--- config.mk ---
export PLATFORM = sky130hd
export DESIGN_NAME = pixel_rpc_arbiter
export DESIGN_NICKNAME = d
export VERILOG_FILES = /design/src/rtl/pixel_rpc_pkg.sv /design/src/rtl/rpc_rr_pick2.sv /design/src/rtl/pixel_rpc_arbiter.sv
export SDC_FILE = /design/constraint.sdc
export NUM_CORES = 1
export LEC_CHECK = 0
export ABC_AREA = 1
export BUFFER_PORTS_ARGS = -buffer_cell sky130_fd_sc_hd__clkbuf_2
export CAP_MARGIN = 20
export CORE_MARGIN = 5
export CORE_UTILIZATION = 46
export CTS_CLUSTER_DIAMETER = 30
export DETAILED_ROUTE_END_ITERATION = 16
export PLACE_DENSITY = 0.92
export SLEW_MARGIN = 20
export SYNTH_ARGS = -nofsm -noshare
export SYNTH_HDL_FRONTEND = slang
export SYNTH_HIERARCHICAL = 1
export SYNTH_SLANG_ARGS = --single-unit
--- constraint.sdc ---
create_clock -name clk -period 1.5 [get_ports clk]
set_input_delay 0.45 -clock clk [delete_from_list [all_inputs] [get_ports clk]]
set_output_delay 0.45 -clock clk [all_outputs]
set_load 0.05 [all_outputs]
--- src/rtl/pixel_rpc_pkg.sv ---
// rtl/pixel_rpc_pkg.sv - shared types and defaults for the two-client setget_pixel RPC arbiter
package pixel_rpc_pkg;

    localparam int XW_DEF = 32;
    localparam int DW_DEF = 8;

    typedef enum logic [1:0] {
        IDLE  = 2'd0,
        SREQ  = 2'd1,
        SDROP = 2'd2,
        CACK  = 2'd3
    } state_t;

endpackage

--- src/rtl/rpc_rr_pick2.sv ---
// rtl/rpc_rr_pick2.sv - combinational two-way round-robin picker
// Ports: elig[1:0] per-client eligibility, last = client served most recently,
//        grant_valid = some client eligible, sel = chosen client.
module rpc_rr_pick2 (
    input  logic [1:0] elig,
    input  logic       last,
    output logic       grant_valid,
    output logic       sel
);

    always_comb begin
        grant_valid = |elig;
        sel         = 1'b0;
        case (elig)
            2'b01:   sel = 1'b0;
            2'b10:   sel = 1'b1;
            // Tie: favour the client that was not served last.
            2'b11:   sel = ~last;
            default: sel = 1'b0;
        endcase
    end

endmodule

--- src/rtl/pixel_rpc_arbiter.sv ---
// rtl/pixel_rpc_arbiter.sv - serialises two setget_pixel RPC clients onto one pixel server
// Ports: clk, reset (async, active low);
//        c0_*/c1_*: client req/x/y/readf/wdata in, ack/return out;
//        s_*: server req/x/y/readf/wdata out, ack/return in; busy = not IDLE.
module pixel_rpc_arbiter
    import pixel_rpc_pkg::*;
#(
    parameter int XW = XW_DEF,
    parameter int DW = DW_DEF
) (
    input  logic          clk,
    input  logic          reset,
    input  logic          c0_req,
    input  logic [XW-1:0] c0_x,
    input  logic [XW-1:0] c0_y,
    input  logic          c0_readf,
    input  logic [DW-1:0] c0_wdata,
    output logic          c0_ack,
    output logic [DW-1:0] c0_return,
    input  logic          c1_req,
    input  logic [XW-1:0] c1_x,
    input  logic [XW-1:0] c1_y,
    input  logic          c1_readf,
    input  logic [DW-1:0] c1_wdata,
    output logic          c1_ack,
    output logic [DW-1:0] c1_return,
    output logic          s_req,
    output logic [XW-1:0] s_x,
    output logic [XW-1:0] s_y,
    output logic          s_readf,
    output logic [DW-1:0] s_wdata,
    input  logic          s_ack,
    input  logic [DW-1:0] s_return,
    output logic          busy
);

    state_t        state;
    logic          last;
    logic          sel;
    logic [DW-1:0] ret;

    logic [1:0]    elig;
    logic          pick_valid;
    logic          pick_sel;
    logic          sel_req;

    // A client whose ack is still high has already been served for this
    // request; it only becomes eligible again after the full handshake.
    assign elig    = {c1_req & ~c1_ack, c0_req & ~c0_ack};
    assign sel_req = sel ? c1_req : c0_req;

    rpc_rr_pick2 u_pick (
        .elig        (elig),
        .last        (last),
        .grant_valid (pick_valid),
        .sel         (pick_sel)
    );

    always_ff @(posedge clk or negedge reset) begin
        if (!reset) begin
            state     <= IDLE;
            last      <= 1'b1;
            sel       <= 1'b0;
            ret       <= '0;
            s_req     <= 1'b0;
            s_x       <= '0;
            s_y       <= '0;
            s_readf   <= 1'b0;
            s_wdata   <= '0;
            c0_ack    <= 1'b0;
            c1_ack    <= 1'b0;
            c0_return <= '0;
            c1_return <= '0;
            busy      <= 1'b0;
        end else begin
            case (state)
                IDLE: begin
                    if (pick_valid) begin
                        sel     <= pick_sel;
                        s_x     <= pick_sel ? c1_x     : c0_x;
                        s_y     <= pick_sel ? c1_y     : c0_y;
                        s_readf <= pick_sel ? c1_readf : c0_readf;
                        s_wdata <= pick_sel ? c1_wdata : c0_wdata;
                        s_req   <= 1'b1;
                        busy    <= 1'b1;
                        state   <= SREQ;
                    end
                end
                SREQ: begin
                    if (s_ack) begin
                        ret   <= s_return;
                        s_req <= 1'b0;
                        state <= SDROP;
                    end
                end
                SDROP: begin
                    // Only answer the client once the server link is fully
                    // back at rest, so a new grant never overlaps its ack.
                    if (!s_ack) begin
                        if (sel) begin
                            c1_ack    <= 1'b1;
                            c1_return <= ret;
                        end else begin
                            c0_ack    <= 1'b1;
                            c0_return <= ret;
                        end
                        state <= CACK;
                    end
                end
                CACK: begin
                    if (!sel_req) begin
                        c0_ack <= 1'b0;
                        c1_ack <= 1'b0;
                        last   <= sel;
                        busy   <= 1'b0;
                        state  <= IDLE;
                    end
                end
                default: state <= IDLE;
            endcase
        end
    end

endmodule

==> results.yml, run 1 <==
outcome:
  outcome: "finished, violations left"
  violations: "setup timing"
detailed_routing:
  drt_iter0_markers: 368
  routedWlPerCell_um: 16.3
  via_count: 4943
  wirelength_um: 15700
  drc: 0
  highest_layer: "met4"
  routedLengthMet1_um: 6300
  dr_wl_met3_um: 1000
  routed-wl-met2_um: 7970
  routed_via_density: 5.13
  antenna_left: 0
  dr.pass1.iters: 4
die:
  initial_core_util: 0.473
  fp.dieH_um: 113
  die_w_um: 113
  die_area_mm2: 0.0128
  ios: 252
  rows: 37
  core_area_mm2: 0.0104
timing:
  slew_headroom: 0.735
  setup_viol: 1
  drv_slew: 0
  hold_viol_final: 0
  finalCritPeriodShare: 1.01
  setup_slack_ns: -0.0209
  rsz0062_at_grt: "yes"
  skew_ns: 0.0192
  tightestPinTransition_ns: 0.398
  max_freq_mhz: 657
  fin_crit_ns: 1.52
global_route:
  grt_pass1_vias: 4789
  grt_pass1_wl_um: 23500
  grt_max_degree: 53
  grt_usage: 0.226
  antenna_found_initial: 0
  gr-total-overflow: 0
clocking:
  clk_latency_ns: 0.36
  clk_pin_slew_ns: 0.11
  clock_sinks: 105
  cts_max_path_buffers: 2
  cts_max_level: 3
  cts-buffers-inserted: 9
  clockRootBuffer: "clkbuf_8"
  cts_tree: "built"
worst_setup_path:
  crit_family: "flip-flops"
  startpoint_type: "flop"
  path_buf_inv: 2
  crit_arrival_ns: 1.07
  path_class: "flop to output port"
  crit_chain: "buf_6, clkbuf_16"
  cp_slowest_cell: "dfrtp_2"
  cp.required_ns: 1.05
  slowest_delay_ns: 0.44
  end_kind: "output port"
  critical_path_peak_fanout: 2
layout:
  n_fill_cell: 824
  num_antenna_cells: 0
  fin_nets: 987
  layout-drive-gt1-share: 0.444
  syn_to_final_growth_pct: 41.9
  fin_cells: 963
  post-route-util: 0.671
  multiInputGateArea_mm2: 0.00203
  layout.area.seq_mm2: 0.00263
power_and_ir_drop:
  p_leak_nw: 3.43
  max-vdd-ir-drop_mv: 1.63
  power_mw: 18.3
  power_density_mw_per_mm2: 2630
job:
  cap_viol_max_count: 0
synthesis:
  seq_area_frac_synth: 0.536
  synth.cell_area_mm2: 0.00490
  synth_nets: 726
  synth.largest_area_cell: "dfrtp_1"
  synth-seq-cells: 105
  avgSynthCellArea_um2: 8.74
  async_reset_ff_frac: 1.00
  synthTopCellsByArea: "dfrtp_1 53%, a21oi_1 12%, nand2_1 8.4%, a21oi_2 7.1%, nor2_1 6.9%"
  ys_types: 25
  synth_top_area_frac: 0.531
  synth_top_flop_cell: "dfrtp_1"
  synthCells: 561
  synth_edf_count: 0
  ys_warn_count: 6
placed_design:
  portBuffers: 251
  place_congestion: 0.875
  dp_hpwl_um: 11200
  dp_cells: 940
worst_hold_path:
  hold_class: "input port to flop"
## metrics by stage
step / instance area (µm²) / setup TNS [ns] / setup slack [ns] / hold WS, ns
after floorplan: 4920 / -0.503 / -0.0168 / 0.154
after global placement: 6410 / -7.33 / -0.130 / 0.266
after detailed placement: 6410 / -8.96 / -0.174 / 0.267
after CTS: 6690 / -0.0291 / -0.0291 / 0.270
after global routing: 6960 / -1.58 / -0.0678 / 0.277
final: 6960 / -0.0209 / -0.0209 / 0.297
## cell type report
class                           count  share of cell area
Clock inverter                      6             0.00827
Clock buffer                       10              0.0198
Inverter                           25              0.0146
Sequential cell                   105               0.378
Multi-Input combinational cell    397               0.292
Tap cell                          136              0.0245
Timing Repair Buffer              284               0.262
## power by group
part           internal (mW)  switching, mW  leakage, nW
sequential              4.26          0.792         1.19
combinational           3.38           8.14         2.14
clock                  0.693           1.06        0.101
total                   8.33           9.99         3.43
## worst min-delay path, delay by kind of cell
family          cells  cell delay, ns
buf+inv             1            0.08
compound gates      1            0.05
simple gates        1            0.04
## cells in the final DEF, fill, tap and decap left out, types with 2 or more instances in the layout
cell,count
a21oi_1,110
nand2_4,2
dfrtp_2,2
a21oi_2,47
buf_2,36
buf_4,18
nand2_1,109
buf_8,4
inv_6,3
inv_2,3
nor2_1,88
inv_8,2
o21ai_0,9
clkbuf_16,4
clkbuf_2,171
nand3_1,3
clkinv_4,2
inv_1,20
nor2_2,3
dfrtp_1,102
clkbuf_8,10
ha_1,4
buf_12,5
buf_6,7
nand2_2,2
nand4_1,3
o21ai_1,9
clkbuf_4,37
## final timing paths
check                      cells after the start      endpoint  slack, ns         start
max                                            2        c0_ack      -0.02        c0_ack
min                                            3       s_y[30]       0.30      c1_y[30]
max in group asynchronous                      3          last       0.54         reset
max reg2reg                                    7       s_x[26]          0        c1_ack
min in group asynchronous                      2        ret[4]       0.44         reset
min reg2reg                                    2  c1_return[5]       0.49  c1_return[5]
## sequential cells by signal, summed over array words and instances (netlist names), 2 cells and up
signal     flops
s_y           32
s_x           32
s_wdata        8
c0_return      8
c1_return      8
state          2
ret            8
## cell families (layout without fill, tap and decap cells)
group,after synthesis,after routing,synth area share
flip-flops,105,105,0.536
buffers and inverters,59,325,0.0630
AND/OR/NAND/NOR,214,214,0.174
adder cells (fa/ha/maj),6,6,0.0153
AO/OA/AOI/OAI,177,177,0.212
## layer usage
layer	global-route usage	up-vias
met5	0	-
met4	0.0737	0
met3	0.0406	32
met2	0.396	208
met1	0.283	2342
li1	-	2361
## synth_stat cells (2+ instances only)
cell type  count
clkbuf_1       3
o21ai_1        9
inv_1         23
dfrtp_1      104
nand4_1        3
nand2_1      110
nand3_1        3
buf_2         22
inv_2          2
a21oi_2       40
buf_6          7
nand2_2        2
a21oi_1      118
ha_1           6
buf_4          2
nor2_1        90
o21ai_0        9
## timing repair
action / CTS / global route
setup endpoints to repair: 19 / 140
pin swaps: 0 / 1
hold buffers: 1 / 0
setup buffers: 1 / 2
hold endpoints to repair: 3 / 0
resized for setup: 21 / 126
gates cloned: 0 / 3
No activity file was read; power rests on OpenSTA's default activity.
==> run 2, diff against run 1 <==
TNS_END_PERCENT = 5   (was not set)
==> run 2 against run 1 <==
Against the previous run:
- the flow still finishes with violations (setup timing)
- largest cell class unchanged
- critical path type unchanged
- final cell count is 0.52% higher
- sequential share of layout area down 0.46 points
- global-route usage about the same
- highest routed layer unchanged
==> results.yml, run 2 (synthesis gave the netlist of run 1 again) <==
timing:
  max_freq_mhz: 653
  rsz0062_at_grt: "yes"
  drv_slew: 0
  skew_ns: 0.0153
  slew_headroom: 0.737
  setup_slack_ns: -0.0323
  fin_crit_ns: 1.53
  hold_viol_final: 0
  setup_viol: 4
  finalCritPeriodShare: 1.02
  tightestPinTransition_ns: 0.395
detailed_routing:
  routed_via_density: 5.17
  wirelength_um: 16100
  via_count: 5004
  drt_iter0_markers: 371
  dr.pass1.iters: 5
  drc: 0
  antenna_left: 0
  routedWlPerCell_um: 16.6
worst_setup_path:
  rrSetupSlack_ns: -0.01
  cp.required_ns: 1.05
  critical_path_peak_fanout: 2
  startpoint_type: "flop"
  crit_arrival_ns: 1.08
  r2r_end: "s_y[31]"
  reg2regPathDepth: 7
  path_class: "flop to output port"
  r2r_start: "c1_ack"
  end_kind: "output port"
outcome:
  violations: "setup timing"
  outcome: "finished, violations left"
placed_design:
  placed_area_mm2: 0.00653
  dp_cells: 947
  portBuffers: 251
  place_congestion: 0.822
  dp_hpwl_um: 11200
worst_hold_path:
  hp-start: "c1_y[24]"
  hold_class: "input port to flop"
  min_to: "s_y[24]"
  hold_depth: 3
die:
  rows: 37
  die_area_mm2: 0.0128
  fp.dieH_um: 113
  ios: 252
  initial_core_util: 0.473
  die_w_um: 113
  core_area_mm2: 0.0104
clocking:
  cts_max_level: 3
  clockRootBuffer: "clkbuf_8"
  clock_sinks: 105
  cts-buffers-inserted: 9
  clk_latency_ns: 0.37
  cts_max_path_buffers: 2
  clk_pin_slew_ns: 0.12
  cts_tree: "built"
layout:
  syn_to_final_growth_pct: 43.6
  fin_cells: 968
  num_antenna_cells: 0
  fin_nets: 992
  fin_area_mm2: 0.00704
  layout-drive-gt1-share: 0.441
  n_fill_cell: 841
  mostFrequentLayoutCells: "175 x clkbuf_2, 113 x a21oi_1, 109 x nand2_1"
  top_regs: "s_x: 32 flops, s_y: 32 flops"
  layout_commonest_cell: "clkbuf_2"
global_route:
  gr-total-overflow: 0
  grt_usage: 0.226
  grt_pass1_wl_um: 23500
  grt_max_degree: 41
  antenna_found_initial: 0
  grt_pass1_vias: 4844
power_and_ir_drop:
  power_density_mw_per_mm2: 2660
  power_mw: 18.8
  p_leak_nw: 3.48
  max-vdd-ir-drop_mv: 1.58
job:
  cap_viol_max_count: 0
run 2: cell types whose count changed in the layout (fill, tap and decap cells not counted), sizes merged:
| cell | change |
|---|---|
| clkinv | -1 |
| bufinv | +2 |
| buf | +4 |
run 2: final cells by class:
type	instances	area, µm²	area share
Clock inverter	7	109	0.0155
Clock buffer	9	124	0.0176
Multi-Input combinational cell	397	2010	0.286
Sequential cell	105	2630	0.374
Tap cell	136	170	0.0242
Timing Repair Buffer	289	1900	0.269
Inverter	25	98.8	0.0140
run 2: worst max-delay path by stage:
stage | from | to | slack [ns] | cells past startpoint
5_1_grt | c1_ack | c1_ack | -0.07 | 2
2_1_floorplan | c1_ack | s_wdata[1] | -0.03 | 8
6_report | c1_ack | c1_ack | -0.03 | 2
3_5_place_dp | c1_req | s_y[15] | -0.16 | 9
3_3_place_gp | c1_req | s_y[11] | -0.11 | 9
4_1_cts | c0_ack | c0_ack | -0.04 | 2
run 2: per-layer routing:
layer  share of wire  track usage
met1            0.39        0.273
met2            0.51        0.404
met3           0.074       0.0428
met4           0.020       0.0793
met5               0            0
run 2: power by group:
part / leakage, nW / switching [mW] / internal (mW) / total, mW
Sequential: 1.19 / 0.809 / 4.26 / 5.07
Clock: 0.118 / 1.06 / 0.980 / 2.04
Combinational: 2.17 / 8.18 / 3.48 / 11.7
run 2: through the flow:
stage | hold WS [ns] | util | worst slack (ns) | TNS, ns
2_1_floorplan | 0.154 | - | -0.0284 | -1.03
3_3_place_gp | 0.386 | 0.630 | -0.113 | -3.58
3_5_place_dp | 0.389 | 0.630 | -0.162 | -7.73
4_1_cts | 0.275 | 0.662 | -0.0413 | -0.0837
5_1_grt | 0.275 | 0.679 | -0.0689 | -1.71
6_report | 0.289 | 0.679 | -0.0323 | -0.0754
run 2: timing repair:
item,in CTS,in global routing
pin swaps,0,1
gates cloned,0,3
gates resized for setup,22,100
hold endpoints to repair,19,0
setup buffers,1,0
endpoints found under the setup margin,16,148
hold buffers,1,0
run 2: worst max-delay path: stages (launching register included):
cell,delay [ns]
dfrtp_2,0.44
buf_6,0.13
clkbuf_16,0.16
==> run 3, diff against run 2 <==
ABC_AREA = not set   (was 1)
CORE_UTILIZATION = 45   (was 46)
CTS_CLUSTER_DIAMETER = 100   (was 30)
PLACE_DENSITY = 0.91   (was 0.92)
==> run 3 against run 2 <==
Against the previous run:
- design area up 1.4%
- synthesized cell count down 25%
- die area down 1.2%
- first-iteration DRC count down 37%
- utilization up 1.6 points
- flip-flop and latch count unchanged
- non-clock buffer count up 2
- clock skew down 0.0049 ns
- the flow still finishes with violations (setup timing)
==> results.yml, run 3 <==
die:
  ios: 252
  rows: 37
  core_area_mm2: 0.0103
  initial_core_util: 0.461
  die_area_mm2: 0.0127
  fp.dieH_um: 113
  die_w_um: 113
detailed_routing:
  antenna_left: 0
  dr.pass1.iters: 4
  wirelength_um: 15400
  drc: 0
  drt_iter0_markers: 233
  routedWlPerCell_um: 18.4
  via_count: 4377
  routed_via_density: 5.22
placed_design:
  portBuffers: 251
  place_congestion: 0.876
  dp_hpwl_um: 10700
  place_ws_ns: -0.394
worst_setup_path:
  crit_arrival_ns: 1.89
  path_class: "flop to flop"
  end_kind: "flop"
  startpoint_type: "flop"
  critical_path_peak_fanout: 8
  cp.required_ns: 1.76
timing:
  max_freq_mhz: 612
  setup_viol: 85
  skew_ns: 0.0104
  fin_crit_ns: 1.63
  drv_slew: 0
  finalCritPeriodShare: 1.09
  hold_viol_final: 0
  fin_tns_setup_ns: -4.66
  slew_headroom: 0.784
  rsz0062_at_grt: "yes"
  setup_slack_ns: -0.134
  tightestPinTransition_ns: 0.324
power_and_ir_drop:
  power_mw: 17.9
  max-vdd-ir-drop_mv: 1.66
  p_leak_nw: 3.38
  power_density_mw_per_mm2: 2510
layout:
  num_antenna_cells: 0
  layout_commonest_cell: "clkbuf_2"
  post-route-util: 0.695
  mostFrequentLayoutCells: "180 x clkbuf_2, 101 x dfrtp_1, 75 x nor2_1"
  multiInputGateArea_mm2: 0.00217
  n_fill_cell: 733
  syn_to_final_growth_pct: 50.9
  fin_nets: 863
  layout-drive-gt1-share: 0.523
  layout.area.seq_mm2: 0.00263
  top_regs: "s_x: 32 flops, s_y: 32 flops"
clocking:
  cts_max_level: 3
  clockRootBuffer: "clkbuf_8"
  cts-buffers-inserted: 9
  clock_sinks: 105
  cts_tree: "built"
  clk_pin_slew_ns: 0.10
  cts_max_path_buffers: 2
  holdBufCountCts: 0
  clk_latency_ns: 0.36
synthesis:
  async_reset_ff_frac: 1.00
  synth_top_area_frac: 0.550
  synth-seq-cells: 105
  synth.cell_area_mm2: 0.00474
  synth_nets: 587
  synth.largest_area_cell: "dfrtp_1"
  seq_area_frac_synth: 0.555
  yosys.cell_count.top_type: "dfrtp_1"
  synthCells: 422
  avgSynthCellArea_um2: 11.2
  ys_types: 25
  ys_warn_count: 6
  synthTopCellsByArea: "dfrtp_1 55%, mux2i_1 16%, a21oi_1 8.2%, nor2_1 6.1%, mux2_2 5.9%"
  synth_top_flop_cell: "dfrtp_1"
  netlist_top_cells_count: "104 x dfrtp_1, 78 x a21oi_1, 77 x nor2_1"
  synth_edf_count: 0
global_route:
  antenna_found_initial: 0
  grt_pass1_wl_um: 22800
  gr-total-overflow: 0
  grt_usage: 0.220
  grt_max_degree: 61
  grt_pass1_vias: 4695
outcome:
  outcome: "finished, violations left"
  violations: "setup timing"
job:
  cap_viol_max_count: 0
worst_hold_path:
  hold_class: "input port to asynchronous set/reset pin"
run 3: changes by cell type after synthesis, moves of 13 or more:
cell     change
nor2_1      -13
a21oi_2     -40
inv_1       -19
mux2i_1     +74
nand2_1    -108
mux2_2      +25
a21oi_1     -40
run 3: critical path, stage by stage, from the launching register on:
cell	delay (ns)
dfrtp_2	0.44
nor2b_4	0.15
or2_4	0.15
and2_4	0.30
buf_4	0.17
mux2_2	0.32
run 3: cells by family (layout without fill, tap and decap cells):
group                      Yosys count  in the layout  share of synthesized area
muxes                              101            101                      0.222
buffers and inverters               30            311                     0.0283
and+or+nand+nor                     90             90                     0.0769
DFF                                105            105                      0.555
AOI/OAI and AO/OA                   90             90                      0.102
adders and majority gates            6              6                     0.0159
run 3: through the flow:
stage,cell area [µm²],instances,hold slack (ns)
floorplan,4780,422,0.154
global placement,6360,807,0.457
detailed placement,6360,807,0.468
CTS,6780,830,0.0569
global route,7140,839,0.0632
finish,7140,839,0.0650
run 3: metal layers:
| layer | global-route usage | wire, µm | up-vias |
|---|---|---|---|
| met2 | 0.419 | 8440 | 192 |
| li1 | - | - | 2009 |
| met3 | 0.0722 | 1190 | 30 |
| met4 | 0.0689 | 304 | 0 |
| met5 | 0 | 0 | - |
| met1 | 0.225 | 5520 | 2146 |
run 3: cell type report:
cell class | count | share of cell area
sequential | 105 | 0.368
clock inverter | 7 | 0.0138
inverter | 4 | 0.00210
timing repair buffer | 291 | 0.270
tap | 136 | 0.0238
clock buffer | 9 | 0.0173
multi-input combinational | 287 | 0.304
run 3: timing repair:
action / in CTS / in global routing
cloned: 2 / 4
setup endpoints to repair: 101 / 169
buffers inserted: 5 / 5
pin swaps: 40 / 29
resized for setup: 27 / 130
run 3: path summary, 6_finish.rpt:
path,start,endpoint,slack (ns),depth (start not counted)
worst min register to register,c0_return[0],c0_return[0],0.52,1
min in group clk,s_return[0],ret[0],0.32,2
worst max-delay path,c0_ack,sel,-0.13,5
worst max register to register,c0_ack,sel,-0.13,5
max in group asynchronous,reset,s_x[28],1.15,2
worst min-delay path,reset,c1_ack,0.06,2
run 3: power breakdown:
part	total, mW	internal [mW]	leakage, nW	switching (mW)
sequential	5.11	4.23	1.19	0.880
clock	1.96	0.956	0.111	1.01
combinational	10.8	3.63	2.08	7.22
